File: src/rtl/mux_arb_pkg.sv
// mux_arb_pkg: shared types and widths for the mux41 select arbiter.
package mux_arb_pkg;
  localparam int NUM_SRC = 4;
  localparam int SEL_W = 2;
  typedef enum logic [0:0] {IDLE, GRANT} state_e;
endpackage

File: src/rtl/mux_sel_arbiter_rr_pick.sv
// rr_pick: combinational round-robin search for the first set req bit from ptr upward.
module rr_pick
  import mux_arb_pkg::*;
(
  input  logic [NUM_SRC-1:0] req,
  input  logic [SEL_W-1:0]   ptr,
  output logic               found,
  output logic [SEL_W-1:0]   win
);
  always_comb begin
    found = |req;
    win = ptr;
    // walk downward so the candidate nearest to ptr overwrites the others
    for (int i = NUM_SRC - 1; i >= 0; i--)
      if (req[ptr + SEL_W'(i)]) win = ptr + SEL_W'(i);
  end
endmodule

File: src/rtl/mux_sel_arbiter.sv
// mux_sel_arbiter: round-robin owner select for a downstream mux41, registered outputs.
// Define MUX_ARB_HOLD_LIMIT_EN to cap each owner at HOLD_MAX consecutive cycles.
module mux_sel_arbiter
  import mux_arb_pkg::*;
#(
  parameter int HOLD_MAX = 4
) (
  input  logic               clk,
  input  logic               rst_n,
  input  logic [NUM_SRC-1:0] req,
  output logic [NUM_SRC-1:0] grant,
  output logic [SEL_W-1:0]   sel,
  output logic               valid,
  output logic               switch_p
);
  state_e state_q, state_d;
  logic [SEL_W-1:0] ptr_q, ptr_d, sel_q, sel_d, win;
  logic [NUM_SRC-1:0] grant_q, grant_d;
  logic valid_q, valid_d, switch_q, switch_d;
  logic found, other, at_limit, keep, new_g;

  rr_pick u_pick (
    .req   (req),
    .ptr   (ptr_q),
    .found (found),
    .win   (win)
  );

  assign other = |(req & ~grant_q);
  assign keep = (state_q == GRANT) && req[sel_q] && !(at_limit && other);
  assign new_g = found && !keep;

`ifdef MUX_ARB_HOLD_LIMIT_EN
  logic [3:0] hold_q, hold_d;
  assign at_limit = hold_q == 4'(HOLD_MAX);
  always_comb hold_d = new_g ? 4'd1 : keep ? (at_limit ? hold_q : hold_q + 4'd1) : 4'd0;
  always_ff @(posedge clk) hold_q <= !rst_n ? 4'd0 : hold_d;
`else
  // no limit without the counter; HOLD_MAX is legal only from 1 so this is constant 0
  assign at_limit = HOLD_MAX < 1;
`endif

  always_comb begin
    state_d = (keep || found) ? GRANT : IDLE;
    grant_d = keep ? grant_q : found ? NUM_SRC'(1) << win : '0;
    sel_d = new_g ? win : sel_q;
    ptr_d = new_g ? win + SEL_W'(1) : ptr_q;
    valid_d = keep || found;
    switch_d = new_g;
  end

  always_ff @(posedge clk) begin
    if (!rst_n) begin
      state_q <= IDLE;
      ptr_q <= '0;
      sel_q <= '0;
      grant_q <= '0;
      valid_q <= 1'b0;
      switch_q <= 1'b0;
    end else begin
      state_q <= state_d;
      ptr_q <= ptr_d;
      sel_q <= sel_d;
      grant_q <= grant_d;
      valid_q <= valid_d;
      switch_q <= switch_d;
    end
  end

  assign grant = grant_q;
  assign sel = sel_q;
  assign valid = valid_q;
  assign switch_p = switch_q;
endmodule

File: config.mk
export PLATFORM = sky130hd
export DESIGN_NAME = mux_sel_arbiter
export DESIGN_NICKNAME = d
export VERILOG_FILES = /design/src/rtl/mux_arb_pkg.sv /design/src/rtl/mux_sel_arbiter_rr_pick.sv /design/src/rtl/mux_sel_arbiter.sv
export SDC_FILE = /design/constraint.sdc
export NUM_CORES = 1
export LEC_CHECK = 0
export CAP_MARGIN = 20
export CORE_AREA = 2 2 39 41
export DETAILED_ROUTE_END_ITERATION = 10
export DIE_AREA = 0 0 41 43
export GPL_TIMING_DRIVEN = 0
export SYNTH_ARGS = -nofsm -noshare
export SYNTH_HDL_FRONTEND = slang
export SYNTH_SLANG_ARGS = --single-unit
File: constraint.sdc
create_clock -name clk -period 4.1 [get_ports clk]
set_input_delay 0.82 -clock clk [delete_from_list [all_inputs] [get_ports clk]]
set_output_delay 0.82 -clock clk [all_outputs]
set_load 0.05 [all_outputs]
==> results.tsv <==
stage	metric	value	unit
status	result of the run	completed	
worst_setup_path	critical path start-end classification	input port to flop	
worst_setup_path	critical path launch point	req[0]	
detailed_routing	wirelength, routed	937	um
clocking	Clock Sink Count	10	
worst_setup_path	worst r2r path cells	4	
worst_setup_path	Worst Path Buf+Inv	2	
place	Port Buf Inserts	13	
sta	Max Clock Freq	402	MHz
worst_setup_path	data arrival time of the critical path	2.68	ns
detailed_routing	DRC Markers	0	
layout	number of inserted filler cells in the final layout	154	
detailed_routing	count of TritonRoute iterations in the first routing pass	4	
logic_synthesis	post-synthesis adder-cell area fraction	0	%
global_routing	via count of the first global-routing pass	357	
sta	Total Negative Setup Slacks	0	ns
clocking	CTS clk-pin slew, worst paths	0.07	ns
layout	most common library cell in the layout ignoring fill and taps	sky130_fd_sc_hd__clkdlybuf4s50_1	
worst_setup_path	Critical-path top delay cell	sky130_fd_sc_hd__a222oi_1	
die	# rows	14	
detailed_routing	count of vias placed by the detailed router	421	
worst_setup_path	worst flop-to-flop path startpoint	sel[0]	
logic_synthesis	largest family of logic cells by synthesized area	compound AO/OA/AOI/OAI gates	
worst_setup_path	endpoint of the worst setup timing path	grant[3]	
layout	top library cells by usage in the layout, fill and taps aside	13 x sky130_fd_sc_hd__clkdlybuf4s50_1, 10 x sky130_fd_sc_hd__dfxtp_1, 6 x sky130_fd_sc_hd__nand2_1	
clocking	level count of the clock H-tree	1	
logic_synthesis	post-synthesis instance total	50	
logic_synthesis	number of warnings reported in the yosys synthesis log	0	
worst_setup_path	cell family with the largest share of critical-path delay	compound AO/OA/AOI/OAI gates	
sta	final number of hold-violating endpoints	0	
worst_setup_path	largest stage delay on the critical path	0.72	ns
worst_setup_path	reg-to-reg endpoint	grant[3]	
die	die width	41	um
clocking	clock insertion delay at the later pin of the skew report	0.27	ns
die	area of the core region	1380	um^2
clocking	maximum clock path buffer count	2	
global_routing	overall fraction of global-route tracks in use	12.2	%
die	Die Footprint	1760	um^2
clocking	Post-CTS Resized	0	
flow_run	count of max-cap constraint violations	0	
worst_setup_path	ordered cell list for the critical path	clkdlybuf4s50_1, inv_1, o22ai_1, a222oi_1, nand2_1, o31ai_2	
detailed_routing	detailed-route wire length per cell	11.3	um
layout	total area of multi-input combinational cells	234	um^2
worst_setup_path	Crit. End Element	flop	
detailed_routing	count of routing violations after the opening detailed-route iteration	9	
global_routing	GR met1 Demand/Resource	16.1	%
logic_synthesis	synthesized area per cell	9.06	um^2
sta	Period Utilization, post-route	60.7	%
worst_setup_path	category of the worst setup path launch point	input port	
worst_setup_path	Required @ worst endpoint	4.29	ns
global_routing	met2 Usage GRT	16.9	%
clocking	CTS tree	done	
global_routing	grt total ovfl	0	
layout	Post-layout nets	74	
logic_synthesis	number of different library cells in the post-synthesis netlist	22	
layout	Area growth, synth to finish	41.2	%
layout	fraction of layout instances using a drive strength above 1	8.96	%
logic_synthesis	multiplexer share of the synthesized area	5.80	%
layout	Ant. Diodes	0	
power_and_ir_drop	peak supply drop	0.178	mV
clocking	Post-CTS Hold Fix Bufs	0	
global_routing	global-route layer with the greatest usage	met2	
die	top-level port count	14	
logic_synthesis	simple-gate portion of the synthesized area	15.5	%
logic_synthesis	XOR/XNOR Fraction of Synth Area	1.93	%
place	global placer's final weighted congestion	0.668	
logic_synthesis	syn_nets	56	
logic_synthesis	post-synthesis compound-gate area fraction	28.5	%
clocking	number of buffers created by CTS	3	
place	estimated wirelength of the detail-placed design	730	um
logic_synthesis	register area share after synthesis	44.2	%
die	initial standard-cell utilization of the core	32.7	%
worst_setup_path	r2r setup slk	2.29	ns
layout	Reg area	200	um^2
global_routing	met3 Resource Use GR	3.14	%
global_routing	first-pass GRT wire length	1500	um
sta	Fin Clk Skew	0.00334	ns
detailed_routing	Final ANT Viol Nets	0	
sta	unrepaired setup endpoints after global routing	no	
detailed_routing	number of vias per cell after detailed routing	5.07	
sta	worst rel slew slack	49.1	%
worst_hold_path	path type of the worst min-delay path	flop to flop	
power_and_ir_drop	power per cell area	502	nW/um^2
clocking	setup bufs post-CTS	0	
logic_synthesis	post-synthesis instance area	453	um^2
global_routing	pin count of the biggest net entering global routing	10	
worst_setup_path	critical path peak fanout	7	
sta	Setup-failing EPs final	0	
sta	Final Max Tran Viols	0	
global_routing	initial antenna violation count	0	
logic_synthesis	number of synthesized register bits	10	
die	chip height	43	um
power_and_ir_drop	leakage power figure	0.262	nW
sta	worst-margin pin slew	0.764	ns
clocking	root cell of the clock tree	sky130_fd_sc_hd__clkbuf_4	
power_and_ir_drop	power after layout	0.321	mW
sta	final worst path period need	2.49	ns
worst_setup_path	number of cells on the critical path	6	
==> sequential cells by signal, indices dropped and copies added (netlist names) <==
signal	flops
ptr_q	2
valid	1
sel	2
switch_p	1
grant	4
==> worst min-delay path: cells and delay by family (launching register included) <==
family           cells  cell delay (ns)
flip-flops           1             0.33
AO/OA/AOI/OAI        1             0.05
AND/OR/NAND/NOR      1             0.05
==> metrics by stage <==
step	instance area [um^2]	cells	hold WS [ns]	utilization (%)	setup slack, ns
2_1_floorplan	453	50	0.526	-	2.07
3_3_place_gp	603	79	0.439	43.6	1.31
3_5_place_dp	603	79	0.443	43.6	1.31
4_1_cts	639	83	0.458	46.2	1.59
5_1_grt	639	83	0.479	46.2	1.53
6_report	639	83	0.453	46.2	1.61
==> cells in the mapped netlist, drive strengths merged <==
master  count  area [um^2]
a211oi      1         7.51
a21oi       5         28.8
a222oi      1         10.0
a22o        1         8.76
and2        1         6.26
and3        1         6.26
dfxtp      10          200
inv         5         18.8
mux4        1         26.3
nand2       6         22.5
nand2b      1         6.26
nor2        4         15.0
nor3b       1         7.51
nor4        1         6.26
o211a       1         10.0
o21ai       2         10.0
o22a        1         8.76
o22ai       4         25.0
o31ai       2         20.0
xor2        1         8.76
==> how the worst min path moves through the flow <==
| stage | slack, ns | endpoint | from | cells past startpoint |
|---|---|---|---|---|
| after floorplan | 0.53 | ptr_q[0] | ptr_q[0] | 2 |
| after global placement | 0.44 | grant[0] | grant[0] | 2 |
| after detailed placement | 0.44 | grant[0] | grant[0] | 2 |
| after CTS | 0.46 | grant[0] | grant[0] | 2 |
| after global routing | 0.48 | grant[1] | grant[1] | 2 |
| final | 0.45 | grant[0] | grant[0] | 2 |
==> cell type report <==
| type | count | share of cell area [%] |
|---|---|---|
| Multi-Input combinational cell | 35 | 36.6 |
| Clock buffer | 4 | 5.68 |
| Tap cell | 16 | 3.13 |
| Sequential cell | 10 | 31.3 |
| Timing Repair Buffer | 13 | 20.4 |
| Inverter | 5 | 2.94 |
==> logic make-up after synthesis <==
logic type      after synthesis
mux                           1
buf+inv                       5
flops                        10
simple gates                 15
compound gates               18
xor+xnor                      1
==> power by group <==
part           internal, mW  switching, mW
Combinational        0.0411         0.0671
Sequential            0.111         0.0107
Clock                0.0540         0.0369
Total                 0.206          0.115
==> layer usage <==
metal  up-vias  routed length, um
met2        14                407
met4         0                 14
met3         2                 74
met5         -                  0
met1       185                440
li1        220                  -
No activity file was read; power rests on OpenSTA's default activity.
